===== src/rtl/uart_rx_fifo_if.sv =====
// Receiver-to-host handshake bundle for uart_rx_fifo: the receiver write strobe, the host read port
// and the status/flow-control flags. The FIFO side uses the slave modport.
interface uart_rx_fifo_if #(
  parameter int ADDR_W = 4
);
  logic              rx_done;
  logic [7:0]        rx_data;
  logic              parity_error;
  logic              rd_en;
  logic [7:0]        rd_data;
  logic              rd_perr;
  logic              rd_valid;
  logic              empty;
  logic              full;
  logic [ADDR_W:0]   count;
  logic              overrun;
  logic              clr_overrun;
  logic              rts_n_out;

  modport master (
    output rx_done, rx_data, parity_error, rd_en, clr_overrun,
    input  rd_data, rd_perr, rd_valid, empty, full, count, overrun, rts_n_out
  );

  modport slave (
    input  rx_done, rx_data, parity_error, rd_en, clr_overrun,
    output rd_data, rd_perr, rd_valid, empty, full, count, overrun, rts_n_out
  );
endinterface


===== src/rtl/uart_rx_fifo.sv =====
// UART receive FIFO: captures characters on rx_done, serves a registered host read port, and drives RTS
// and a sticky overrun flag. Define UART_RX_FIFO_PERR_TAG_EN to store and return the parity-error tag.
module uart_rx_fifo #(
  parameter int DEPTH        = 16,
  parameter int ADDR_W       = 4,
  parameter int AFULL_THRESH = 12
) (
  input  logic           clk,
  input  logic           rst_n,
  uart_rx_fifo_if.slave  bus
);

`ifdef UART_RX_FIFO_PERR_TAG_EN
  localparam int ENTRY_W = 9;
`else
  localparam int ENTRY_W = 8;
`endif

  localparam logic [ADDR_W:0]   DEPTH_C  = (ADDR_W+1)'(DEPTH);
  localparam logic [ADDR_W:0]   THRESH_C = (ADDR_W+1)'(AFULL_THRESH);
  localparam logic [ADDR_W:0]   CNT_ONE  = (ADDR_W+1)'(1);
  localparam logic [ADDR_W:0]   CNT_ZERO = (ADDR_W+1)'(0);
  localparam logic [ADDR_W-1:0] PTR_ONE  = ADDR_W'(1);
  localparam logic [ADDR_W-1:0] PTR_ZERO = ADDR_W'(0);

  logic [ENTRY_W-1:0] mem_r [DEPTH];

  logic               wr_pend_r;
  logic [ADDR_W-1:0]  wr_ptr_r;
  logic [ADDR_W-1:0]  rd_ptr_r;
  logic [ADDR_W:0]    count_r;
  logic               empty_r;
  logic               full_r;
  logic               overrun_r;
  logic               rts_r;
  logic [7:0]         rd_data_r;
  logic               rd_perr_r;
  logic               rd_valid_r;

  logic               rd_acc_s;
  logic               wr_acc_s;
  logic               drop_s;
  logic [ADDR_W:0]    count_next_s;
  logic               overrun_next_s;
  logic [ENTRY_W-1:0] wr_word_s;
  logic [ENTRY_W-1:0] rd_word_s;

`ifdef UART_RX_FIFO_PERR_TAG_EN
  assign wr_word_s = {bus.parity_error, bus.rx_data};
`else
  assign wr_word_s = bus.rx_data;
  logic unused_perr_s;
  assign unused_perr_s = bus.parity_error;
`endif

  assign rd_word_s = mem_r[rd_ptr_r];

  // Accept/drop decisions and next occupancy; a full FIFO still accepts a write paired with a read.
  always_comb begin
    rd_acc_s       = 1'b0;
    wr_acc_s       = 1'b0;
    drop_s         = 1'b0;
    count_next_s   = count_r;
    overrun_next_s = overrun_r;

    rd_acc_s = bus.rd_en && (count_r != CNT_ZERO);
    wr_acc_s = wr_pend_r && ((count_r != DEPTH_C) || rd_acc_s);
    drop_s   = wr_pend_r && (count_r == DEPTH_C) && !rd_acc_s;

    case ({wr_acc_s, rd_acc_s})
      2'b10:   count_next_s = count_r + CNT_ONE;
      2'b01:   count_next_s = count_r - CNT_ONE;
      default: count_next_s = count_r;
    endcase

    if (drop_s) begin
      overrun_next_s = 1'b1;
    end else if (bus.clr_overrun) begin
      overrun_next_s = 1'b0;
    end else begin
      overrun_next_s = overrun_r;
    end
  end

  // Storage array; contents are don't-care until written, so no reset.
  always_ff @(posedge clk) begin
    if (wr_acc_s) begin
      mem_r[wr_ptr_r] <= wr_word_s;
    end
  end

  // Pointers, occupancy, status flags and the registered read port.
  always_ff @(posedge clk) begin
    if (!rst_n) begin
      wr_pend_r  <= 1'b0;
      wr_ptr_r   <= PTR_ZERO;
      rd_ptr_r   <= PTR_ZERO;
      count_r    <= CNT_ZERO;
      empty_r    <= 1'b1;
      full_r     <= 1'b0;
      overrun_r  <= 1'b0;
      rts_r      <= 1'b0;
      rd_data_r  <= 8'h00;
      rd_perr_r  <= 1'b0;
      rd_valid_r <= 1'b0;
    end else begin
      wr_pend_r <= bus.rx_done;
      if (wr_acc_s) begin
        wr_ptr_r <= wr_ptr_r + PTR_ONE;
      end
      if (rd_acc_s) begin
        rd_ptr_r  <= rd_ptr_r + PTR_ONE;
        rd_data_r <= rd_word_s[7:0];
`ifdef UART_RX_FIFO_PERR_TAG_EN
        rd_perr_r <= rd_word_s[ENTRY_W-1];
`else
        rd_perr_r <= 1'b0;
`endif
      end
      rd_valid_r <= rd_acc_s;
      count_r    <= count_next_s;
      empty_r    <= (count_next_s == CNT_ZERO);
      full_r     <= (count_next_s == DEPTH_C);
      overrun_r  <= overrun_next_s;
      rts_r      <= (count_next_s >= THRESH_C);
    end
  end

  assign bus.rd_data   = rd_data_r;
  assign bus.rd_perr   = rd_perr_r;
  assign bus.rd_valid  = rd_valid_r;
  assign bus.empty     = empty_r;
  assign bus.full      = full_r;
  assign bus.count     = count_r;
  assign bus.overrun   = overrun_r;
  assign bus.rts_n_out = rts_r;

endmodule


===== src/flat_wrapper.sv =====
// flat-port wrapper written by rule: the top's interface ports become plain ports
module uart_rx_fifo_flat 
#(
  parameter int DEPTH        = 16,
  parameter int ADDR_W       = 4,
  parameter int AFULL_THRESH = 12
)
  (clk, rst_n, bus_rx_done, bus_rx_data, bus_parity_error, bus_rd_en, bus_clr_overrun, bus_rd_data, bus_rd_perr, bus_rd_valid, bus_empty, bus_full, bus_count, bus_overrun, bus_rts_n_out);
  uart_rx_fifo_if #(.ADDR_W(ADDR_W)) bus_i ();
  input  logic clk;
  input  logic rst_n;
  input wire logic [$bits(bus_i.rx_done)-1:0] bus_rx_done;
  input wire logic [$bits(bus_i.rx_data)-1:0] bus_rx_data;
  input wire logic [$bits(bus_i.parity_error)-1:0] bus_parity_error;
  input wire logic [$bits(bus_i.rd_en)-1:0] bus_rd_en;
  input wire logic [$bits(bus_i.clr_overrun)-1:0] bus_clr_overrun;
  output wire logic [$bits(bus_i.rd_data)-1:0] bus_rd_data;
  output wire logic [$bits(bus_i.rd_perr)-1:0] bus_rd_perr;
  output wire logic [$bits(bus_i.rd_valid)-1:0] bus_rd_valid;
  output wire logic [$bits(bus_i.empty)-1:0] bus_empty;
  output wire logic [$bits(bus_i.full)-1:0] bus_full;
  output wire logic [$bits(bus_i.count)-1:0] bus_count;
  output wire logic [$bits(bus_i.overrun)-1:0] bus_overrun;
  output wire logic [$bits(bus_i.rts_n_out)-1:0] bus_rts_n_out;
  assign bus_i.rx_done = bus_rx_done;
  assign bus_i.rx_data = bus_rx_data;
  assign bus_i.parity_error = bus_parity_error;
  assign bus_i.rd_en = bus_rd_en;
  assign bus_i.clr_overrun = bus_clr_overrun;
  assign bus_rd_data = bus_i.rd_data;
  assign bus_rd_perr = bus_i.rd_perr;
  assign bus_rd_valid = bus_i.rd_valid;
  assign bus_empty = bus_i.empty;
  assign bus_full = bus_i.full;
  assign bus_count = bus_i.count;
  assign bus_overrun = bus_i.overrun;
  assign bus_rts_n_out = bus_i.rts_n_out;
  uart_rx_fifo #(.DEPTH(DEPTH), .ADDR_W(ADDR_W), .AFULL_THRESH(AFULL_THRESH)) u_core (.clk(clk), .rst_n(rst_n), .bus(bus_i));
endmodule

===== config.mk =====
export PLATFORM = sky130hd
export DESIGN_NAME = uart_rx_fifo_flat
export DESIGN_NICKNAME = d
export VERILOG_FILES = /design/src/rtl/uart_rx_fifo_if.sv /design/src/rtl/uart_rx_fifo.sv /design/src/flat_wrapper.sv
export SDC_FILE = /design/constraint.sdc
export NUM_CORES = 1
export LEC_CHECK = 0
export CAP_MARGIN = 20
export CORE_UTILIZATION = 55
export DETAILED_ROUTE_END_ITERATION = 16
export PLACE_DENSITY_LB_ADDON = 0.12
export SLEW_MARGIN = 40
export SYNTH_ARGS = -nofsm -noshare
export SYNTH_HDL_FRONTEND = slang
export SYNTH_SLANG_ARGS = --single-unit

===== constraint.sdc =====
create_clock -name clk -period 6.05 [get_ports clk]
set_clock_uncertainty 0.15 [all_clocks]
set_input_delay 1.815 -clock clk [delete_from_list [all_inputs] [get_ports clk]]
set_output_delay 1.815 -clock clk [all_outputs]
set_load 0.01 [all_outputs]

==> results.json <==
{
  "status": "finished clean",
  "setup-violations-final": 0,
  "syn_nets": 389,
  "fin_crit_sh_pct": 77.2,
  "gp_congestion": 0.753,
  "slew_headroom_pct": 43.1,
  "fin_cells": 546,
  "crit_path_start_kind": "primary input",
  "ff2ff_setup_slack_ps": 2770,
  "r2r-start": "u_core.bus.count[2]$_SDFF_PN0_",
  "criticalPathCategory": "in2reg",
  "synth_area_leaders": "edfxtp_1, mux4_2, dfxtp_1",
  "wl_met2_um": 5840,
  "ys_seq_elements": 155,
  "cts_sinks": 155,
  "syn-cell-area_um2": 6300,
  "first_pass_iters": 4,
  "yosys.area.top_type_share_pct": 61.0,
  "first_global_vias": 3252,
  "cpPeakStageDelay_ps": 670,
  "drv_cap": 0,
  "wl_per_cell_um": 22.0,
  "h-tree-depth": 4,
  "rows": 38,
  "antenna_found_initial": 0,
  "root_buffer": "clkbuf_16",
  "routed.top_layer": "met4",
  "drc": 0,
  "cts_hold_buf": 0,
  "synth-edff-count": 128,
  "powerDensity_nw_per_um2": 403,
  "wl_met3_um": 746,
  "dp_hpwl_um": 7410,
  "routed_via_density": 6.04,
  "portBuffers": 30,
  "rsz0062_at_grt": "no",
  "finalHoldViolations": 0,
  "cp.arrival_ps": 4880,
  "crit_chain": "clkdlybuf4s50_1, inv_1, a211oi_1, xor2_1, ha_1, or4b_1, a21oi_1, o21ai_0, a221oi_2, and2_1",
  "area_growth_pct": 15.9,
  "numCtsBuffers": 17,
  "clock_path_buffers": 2,
  "die_area_um2": 11900,
  "tightest_slew_ps": 848,
  "crit_path_end_kind": "flop",
  "slowest_stage": "clkdlybuf4s50_1",
  "fin_ws_ps": 1380,
  "worstPathRequired_ps": 6260,
  "vias": 3297,
  "hp-class": "reg2reg",
  "drtIter0Drc": 286,
  "leakagePower_nw": 2.34,
  "grt.total_usage_pct": 22.6,
  "io_pins": 33,
  "die_x_um": 109,
  "period_needed_ps": 4670,
  "final_nets": 415,
  "pre_cts_ws_ps": 997,
  "synth_flop_cell": "edfxtp_1",
  "coreArea_um2": 11000,
  "ys_warn_count": 0,
  "diodes": 0,
  "synth_most_common_cell": "edfxtp_1",
  "synth_top_cell_by_area": "edfxtp_1",
  "die_height_um": 109,
  "avgSynthCellArea_um2": 17.1,
  "fmax_mhz": 214,
  "grt_pass1_wl_um": 18600,
  "peakVddDrop_v": 0.000347,
  "cts_resized": 0,
  "post-route-util_pct": 66.4,
  "overflow": 0,
  "synth_cell_types": 53,
  "drive_above_1_share_pct": 21.7,
  "critPathLaunch": "bus_rd_en",
  "grt_max_degree": 36,
  "clk_pin_slew_ps": 60,
  "placed_cells": 515,
  "fin_setup_tns_ps": 0,
  "worstHoldStart": "u_core.bus.overrun$_SDFFE_PN0P_",
  "cts_tree": "done",
  "wirelength_met1_um": 5270,
  "finalMaxSlewViolations": 0,
  "post_cts_buffers": 0,
  "ant_nets": 0,
  "syn_inst": 368,
  "synth_common_cells": "edfxtp_1, mux4_2, dfxtp_1",
  "clock_latency_ps": 420,
  "path_max_fanout": 10,
  "synthArstFlopShare_pct": 0,
  "seq_area_frac_synth_pct": 69.6,
  "wl_um": 12000,
  "start_util_pct": 57.3
}
-- path summary, 6_finish.rpt --
path | to | depth (start not counted)
worst min-delay path | u_core.bus.overrun$_SDFFE_PN0P_ | 2
worst min register to register | u_core.bus.overrun$_SDFFE_PN0P_ | 2
worst max register to register | u_core.bus.full$_SDFF_PN0_ | 9
worst max-delay path | u_core.bus.full$_SDFF_PN0_ | 10
-- report_power, final --
group          internal [mW]  switching, mW
Clock                  0.641          0.409
Sequential              1.21         0.0743
Combinational          0.318          0.283
Total                   2.17          0.767
-- sequential cells by signal (all words and copies together) (netlist names), 4 cells and up --
register            flops
u_core.bus.count        5
u_core.bus.rd_data      8
u_core.mem_r          128
u_core.rd_ptr_r         4
u_core.wr_ptr_r         4
-- layout make-up --
class,count,area [um^2]
clock buffers,18,429
clock inverters,13,153
fillers,729,3690
inverters,5,18.8
multi-input cells,183,1830
flip-flops and latches,155,4390
well taps,140,175
repair buffers,32,310
-- through the flow --
| stage | power [mW] | cell area (um^2) | hold slack, ps |
|---|---|---|---|
| after floorplan | 1.72 | 6300 | 348 |
| after global placement | 1.90 | 6690 | 307 |
| after detailed placement | 1.91 | 6710 | 324 |
| after CTS | 2.96 | 7290 | 339 |
| after global routing | 3.06 | 7300 | 357 |
| final | 2.94 | 7300 | 331 |
-- cells in the final DEF, fill, tap and decap left out, types with 3 or more instances in the layout --
cell	n
inv_1	5
clkinvlp_4	5
a221oi_1	8
clkdlybuf4s50_1	29
nand2_1	8
o21ai_0	12
nand3_1	11
nor2_2	12
dfxtp_1	26
clkinv_1	3
nand3b_1	3
edfxtp_1	128
nor2b_1	5
clkbuf_16	17
a21oi_1	5
and2_1	11
xor2_1	3
bufinv_16	3
a22o_1	8
a21boi_0	4
ha_1	7
nand4_1	5
mux4_2	32
nand2b_1	4
nor3_2	4
mux2i_1	3
xnor2_1	6
-- critical path, delay by kind of cell --
kind / cells / cell delay (ps)
AOI/OAI and AO/OA: 4 / 1190
buffers and inverters: 2 / 830
and+or+nand+nor: 2 / 640
adders and majority gates: 1 / 280
xor gates and xnor gates: 1 / 140
-- logic make-up (layout without fill, tap and decap cells) --
kind of cell	count (synthesis)	count (layout)	share of synthesized area, %
flops	155	155	69.6
simple gates	77	77	7.05
compound gates	53	53	6.34
mux	36	36	12.1
buf+inv	30	68	2.17
xor+xnor	9	9	1.25
fa+ha+maj	7	7	1.39
other cells	1	1	0.0596
-- layer usage --
layer | global-route usage (%) | up-vias
li1 | - | 1514
met3 | 5.98 | 10
met5 | 0 | -
met1 | 32.3 | 1662
met2 | 33.2 | 111
met4 | 9.27 | 0
(Power assumes the default switching activity.)
